### src/rtl/serial_adder.sv
// Bit-serial WIDTH-bit adder: one full_adder cell walks the operands LSB first,
// carrying between cycles, behind a start/busy/done handshake.
module serial_adder #(
    parameter int WIDTH = 8
) (
    input  logic             clk,
    input  logic             rst_n,
    input  logic             start,
    input  logic [WIDTH-1:0] A,
    input  logic [WIDTH-1:0] B,
    input  logic             Cin,
    output logic [WIDTH-1:0] S,
    output logic             Cout,
    output logic             busy,
    output logic             done
);
    localparam int               CNT_W    = $clog2(WIDTH + 1);
    localparam logic [CNT_W-1:0] LAST_BIT = CNT_W'(WIDTH - 1);

    typedef enum logic [1:0] {
        IDLE,
        RUN,
        DONE
    } state_t;

    state_t           state;
    logic [WIDTH-1:0] a_sh;
    logic [WIDTH-1:0] b_sh;
    logic [WIDTH-1:0] acc;
    logic             carry;
    logic [CNT_W-1:0] cnt;
    logic             fa_sum;
    logic             fa_cout;
    logic [WIDTH-1:0] acc_next;

    full_adder u_fa (
        .a   (a_sh[0]),
        .b   (b_sh[0]),
        .cin (carry),
        .sum (fa_sum),
        .cout(fa_cout)
    );

    assign acc_next = {fa_sum, acc[WIDTH-1:1]};

    // S/Cout are only written on the final bit so they hold the previous
    // result while a new addition is still in flight.
    always_ff @(posedge clk or negedge rst_n) begin
        if (!rst_n) begin
            state <= IDLE;
            a_sh  <= '0;
            b_sh  <= '0;
            acc   <= '0;
            carry <= 1'b0;
            cnt   <= '0;
            S     <= '0;
            Cout  <= 1'b0;
            busy  <= 1'b0;
            done  <= 1'b0;
        end else begin
            case (state)
                IDLE: begin
                    done <= 1'b0;
                    if (start) begin
                        a_sh  <= A;
                        b_sh  <= B;
                        carry <= Cin;
                        cnt   <= '0;
                        busy  <= 1'b1;
                        state <= RUN;
                    end
                end
                RUN: begin
                    acc   <= acc_next;
                    carry <= fa_cout;
                    a_sh  <= {1'b0, a_sh[WIDTH-1:1]};
                    b_sh  <= {1'b0, b_sh[WIDTH-1:1]};
                    cnt   <= cnt + 1'b1;
                    if (cnt == LAST_BIT) begin
                        S     <= acc_next;
                        Cout  <= fa_cout;
                        busy  <= 1'b0;
                        done  <= 1'b1;
                        state <= DONE;
                    end
                end
                DONE: begin
                    done  <= 1'b0;
                    state <= IDLE;
                end
                default: begin
                    busy  <= 1'b0;
                    done  <= 1'b0;
                    state <= IDLE;
                end
            endcase
        end
    end
endmodule

// One-bit full adder cell shared by the serial datapath.
module full_adder (
    input  logic a,
    input  logic b,
    input  logic cin,
    output logic sum,
    output logic cout
);
    assign sum  = a ^ b ^ cin;
    assign cout = (a & b) | (cin & (a ^ b));
endmodule

### config.mk
export PLATFORM = sky130hd
export DESIGN_NAME = serial_adder
export DESIGN_NICKNAME = d
export VERILOG_FILES = /design/src/rtl/serial_adder.sv
export SDC_FILE = /design/constraint.sdc
export NUM_CORES = 1
export LEC_CHECK = 0
export ABC_AREA = 0
export CAP_MARGIN = 25
export CELL_PAD_IN_SITES_DETAIL_PLACEMENT = 0
export CELL_PAD_IN_SITES_GLOBAL_PLACEMENT = 1
export CORE_MARGIN = 4
export CORE_UTILIZATION = 44
export DETAILED_ROUTE_END_ITERATION = 10
export PLACE_DENSITY = 0.8
export SLEW_MARGIN = 20
export SYNTH_ARGS = -nofsm -noshare
export SYNTH_HDL_FRONTEND = slang
export SYNTH_HIERARCHICAL = 1
export SYNTH_SLANG_ARGS = --single-unit
### constraint.sdc
create_clock -name clk -period 3.1 [get_ports clk]
set_input_delay 0.31 -clock clk [delete_from_list [all_inputs] [get_ports clk]]
set_output_delay 0.31 -clock clk [all_outputs]
set_load 0.01 [all_outputs]
After elaboration in Yosys (flattened, before gate mapping). Index checks and enable logic that the tools add are counted.

Register bits: 42. Input port bits: 20. Output and inout port bits: 11. Word-level logic and storage cells: 44.

Add/subtract/negate cells: 1. Equality and inequality tests: 5. Multiplexer cells: 16. Bitwise gates (word level): 6. Reductions and logical operators: 6.

Operators with widths (number): one-hot mux 8 bit (2 select lines) (2); 2-to-1 mux 8 bit (2); one-hot mux 4 bit (2 select lines) (1); AND reduction 2 bit (3); 2-to-1 mux 1 bit (5); adder 4 x 1 -> 4 bit, second input constant (1); equality test 4 x 3 -> 1 bit, second input constant (1); 2-to-1 mux 2 bit (2); 2-to-1 mux 4 bit (1); inequality test 2 bit, second input constant (2); one-hot mux 2 bit (2 select lines) (1); one-hot mux 1 bit (3 select lines) (1); AND reduction 3 bit (1); AND 1 bit (2); equality test 2 x 1 -> 1 bit, second input constant (1); equality test 2 bit, second input constant (1); zero test 2 bit (1); one-hot mux 1 bit (2 select lines) (1); nonzero test 2 bit (1); XOR 1 bit (2); inverter 1 bit (1); OR 1 bit (1).

Logic depth before layout (Yosys ltp).
Word-level depth: 4. Gate-level depth with buffers: 6. Depth with buffers taken out: 4.

By module. Netlist, hierarchy kept.

Modules (own cells, without submodules): serial_adder (times used 1, cells each 171, area an instance 1839.3 µm²); full_adder (times used 1, cells each 1, area an instance 20.0 µm²).

Least setup slack after synthesis. OpenSTA, ideal clock, no wires.

Kind: register to register. Start: reg cnt[0]. End: reg Cout. Library setup time: 0.125 ns. Arrival: 1.379 ns. Required time: 2.975 ns. Slack: 1.595 ns. Cell stages (with the launch flop): 6. Path buffers: 1. Period minus slack after synthesis: 1.505 ns. Path through: dfrtp_1 -> ha_1 -> and3b_1 -> and2_4 -> buf_12 -> mux2_4.

Word-level cells in the longest chain between the ends: 2.

RTL lines: start, declared (line 31) `logic [CNT_W-1:0] cnt;`; start signal, assigned (line 78) `cnt <= cnt + 1'b1;`; equality test 4 x 3 -> 1 bit (line 79) `if (cnt == LAST_BIT) begin`; AND reduction 2 bit (no source line); end signal, assigned (line 81) `Cout <= fa_cout;`; end, declared (line 13) `output logic Cout,`.

Every way passes these cells. A chain may end at the register's enable or synchronous reset.

Worst setup path in the final report.
Start: reg state[1]. End: reg S[0].

Word-level cells in the longest chain between the ends: 2.

RTL lines: start, declared (line 26) `state_t state;`; start signal, assigned (line 50) `state <= IDLE;`; start signal, assigned (line 70) `state <= RUN;`; start signal, assigned (line 84) `state <= DONE;`; equality test 2 x 1 -> 1 bit (line 61) `case (state)`; AND reduction 2 bit (no source line); end signal, assigned (line 80) `S <= acc_next;`; end, declared (line 12) `output logic [WIDTH-1:0] S,`.

Every way passes these cells.

==> results.txt <==
The flow ran to the end, and the final reports show no timing, DRC or antenna violations. The logs give 0.408 for the sequential fraction of design power and 0.90 ns for the setup slack of the worst register-to-register path. The initial cell density of the core came out at 0.458.

The library cell used most frequently in the layout, excluding fill and tap cells, is sky130_fd_sc_hd__dfrtp_1. The share of final-layout standard cells stronger than drive strength 1 came out at 0.114. Entering global routing, the biggest net connects 42 pins. The count of pins over their slew limit was 0. The chip height works out to 73.0 um. The dominant combinational cell family by area after synthesis is compound AO/OA/AOI/OAI gates. Buffers placed on the I/O ports in this run total 30. The tool flagged a number of max-cap violations equal to 0. The relative contribution of the clock network to total power was 0.220; the I/O pin count was 31.

Setup violations remaining at the end of the flow were counted as 0. The number of DRC violations after detailed routing was 0. After the last flow step, the layout net total stands at 223. The sequential cells in the finished layout cover a total of 0.00103 mm^2.

Across the VDD grid, the largest voltage drop is 0.000410 V. After detailed routing, the total wire length is 3680 um. TritonCTS built the clock tree. Full die area: 0.00533 mm^2. The run gives 252 as the post-route non-filler standard cell count.

Relative to the synthesized area, the layout overhead comes to 25.0%. The highest clock frequency the design can meet came out at 454 MHz. After detailed placement, the design holds a cell count of 242.

The tools report the total grt overflow as 0. The multi-input logic area was 764 um^2; the share of async-settable or async-resettable flops after synthesis was 1.00. In the synthesized netlist the dominant register cell turns out to be sky130_fd_sc_hd__dfrtp_1. For the number of antenna repair diodes, the log shows 0. Number of different library cells in the post-synthesis netlist: 25. The post-synthesis compound-gate area fraction is 0.170. The placement-stage cell area was 0.00216 mm^2. Proportion of synthesized area in mux cells: 0.0787. The number of H-tree branching levels was 2. The clock tree root driver cell is sky130_fd_sc_hd__clkbuf_8. The most critical setup path has its startpoint at state[1]. The logs give 0.534 for the normalized max-slew margin and 0 ns for the final setup TNS. Critical path class: flip-flop to flip-flop.

The top fanout value on the critical path came out at 23. Clock latency on the worst-skew pair, taken at its later pin, is 0.29 ns. The detailed router's first-iteration violation count is 131. The part of the cycle the worst path needs is 0.711. The startpoint identified for the worst register-to-register timing path is state[1].

After clock tree synthesis, the clock-pin slew on the worst setup and hold paths is 0.08 ns. The switching power as a share of total power works out to 0.331. For the aggregate global-route resource usage, the log shows 0.155.

No sink is reached through more buffers than the 2 on the longest clock path. In this run the horizontal extent of the chip is 73.0 um. Summing all non-filler instances in the final layout gives an area of 0.00232 mm^2.

After floorplanning, the core was divided into 23 placement rows. The remaining number of nets flagged by the antenna check after routing came out at 0. The adder-cell share of the synthesized area is 0.0175, and the total number of vias is 1367. The internal power of the cells came out at 1.52 mW.

The initial antenna violation count came out at 0. In the final routed layout, each cell accounts on average for 14.6 um. Buffers inserted during clock tree synthesis total 5. The clock arrives with 0.00841 ns of skew. The number of sinks on the clock net is 41. In this run the power density over the cells is 977 mW/mm^2.

Average footprint of a synthesized cell: 10.8 um^2. Xor/xnor share of the synthesized area: 0. The final weighted congestion of routability-driven global placement was 0.719.

The tools report the capturing point of the worst reg2reg path as S[0]. Synthesis handed over a netlist of 172 instances. Across all setup checks in the final design, the least slack found is 0.895 ns. The post-detailed-route via-to-cell ratio is 5.42, and the switching power is 752 uW. The tightest min-delay check is of the input port to asynchronous set/reset pin type. The number of flip-flops and latches in the synthesized netlist is 41.

The part of the total power dissipated in combinational logic is 0.372, and the count of flip-flops with a built-in enable after synthesis is 0. Summed over all cells, the static leakage comes to 1.03 nW. Before CTS, the worst setup slack after placement is 0.889 ns.

Data on the critical path arrives at its endpoint at 2.37 ns. STA classifies the critical path endpoint as a flip-flop. Setup repair after global routing left no endpoint under its margin. The region available for standard cell placement spans 0.00406 mm^2. Startpoint type of the worst setup path: a flip-flop. The logs give 0.552 for the post-synthesis sequential area ratio and 2470 um for the detailed placement HPWL.

For this run, the number of Yosys warnings is 6. Capturing instance or port of the critical path: S[0]. The worst-margin pin slew came out at 0.698 ns. Power comes to 2.27 mW.

The logs give 1469 for the number of global-route vias before repair and 6490 um for the wire length of the first global-routing pass. The required time reported for the critical path endpoint came out at 3.27 ns. The synthesized area was 0.00186 mm^2. Post-synthesis share of cell area spent on and, or, nand and nor gates: 0.145.

Leaving out fill and tap cells, the most frequent cells in the layout are sky130_fd_sc_hd__dfrtp_1, sky130_fd_sc_hd__nand2_1, sky130_fd_sc_hd__clkdlybuf4s50_1. The final critical path time including I/O delays and setup is 2.20 ns, and the number of filler instances in the final layout is 336. When the netlist entered floorplanning its net count stood at 194.

Before antenna repair, the detailed router went through 4 iterations. The number of hold violations in the final report is 0, and the depth of the worst register-to-register path is 3.
-- cell usage after synthesis, drive strengths merged, types with 2 or more instances --
master | count | area share
a21oi | 15 | 0.040
a22o | 2 | 0.0094
a22oi | 14 | 0.057
and2b | 2 | 0.0081
and3b | 2 | 0.0094
buf | 7 | 0.027
clkbuf | 4 | 0.0081
dfrtp | 41 | 0.55
mux2 | 10 | 0.079
nand2 | 29 | 0.059
nand3 | 2 | 0.0054
nor2 | 4 | 0.0081
nor2b | 14 | 0.047
o21ai | 18 | 0.048
-- flip-flops by register name (all words and copies together) (netlist names) --
signal  cells
Cout        1
S           8
a_sh        8
acc         7
b_sh        8
busy        1
carry       1
cnt         4
done        1
state       2
-- power by group through the flow --
stage | combinational, mW | clock [mW] | sequential (mW)
after floorplan | 0.592 | 0 | 0.914
after global placement | 0.829 | 0 | 0.926
after detailed placement | 0.859 | 0 | 0.936
after CTS | 0.856 | 0.513 | 0.928
after global routing | 0.951 | 0.538 | 0.957
final | 0.844 | 0.499 | 0.927
-- worst min-delay path by stage --
stage | slack (ns) | cells past startpoint | from | endpoint
final | 0.41 | 2 | rst_n | state[0]
after global routing | 0.43 | 2 | rst_n | cnt[3]
after CTS | 0.18 | 1 | rst_n | Cout
after detailed placement | 0.48 | 2 | acc[1] | acc[1]
after global placement | 0.46 | 2 | acc[1] | acc[1]
after floorplan | 0.01 | 0 | rst_n | Cout
-- worst max-delay path, cell delays in order (launching register included) --
cell                      delay (ns)
sky130_fd_sc_hd__dfrtp_1        0.65
sky130_fd_sc_hd__and2b_1        0.73
sky130_fd_sc_hd__and2_4         0.39
sky130_fd_sc_hd__mux2_4         0.32
-- per-layer routing --
metal | global-route usage | wire (um)
met2 | 0.243 | 1740
met1 | 0.207 | 1750
met4 | 0.0471 | 19
met5 | 0 | 0
met3 | 0.0427 | 176
-- stage by stage --
stage | hold WS [ns] | utilization
floorplan | 0.0144 | -
global placement | 0.464 | 0.532
detailed placement | 0.481 | 0.532
CTS | 0.183 | 0.565
global route | 0.432 | 0.573
finish | 0.414 | 0.573
-- final cells by class --
cell class,count,share of cell area
clock inverters,3,0.0280
multi-input cells,119,0.329
well taps,50,0.0269
repair buffers,33,0.143
flip-flops and latches,41,0.442
clock buffers,5,0.0296
inverters,1,0.00162
-- logic make-up (layout without fill, tap and decap cells) --
logic type	count (synthesis)	after routing
buffers and inverters	12	42
flip-flops	41	41
AO/OA/AOI/OAI	52	52
AND/OR/NAND/NOR	55	55
multiplexers	10	10
adder cells (fa/ha/maj)	2	2
-- what timing repair did --
| action | CTS | global route |
|---|---|---|
| hold endpoints to repair | 0 | 8 |
| hold buffers | 0 | 1 |
| setup buffers | 0 | 0 |
| resized for setup | 0 | 0 |
| endpoints found under the setup margin | 0 | 0 |
(Power assumes the default switching activity.)
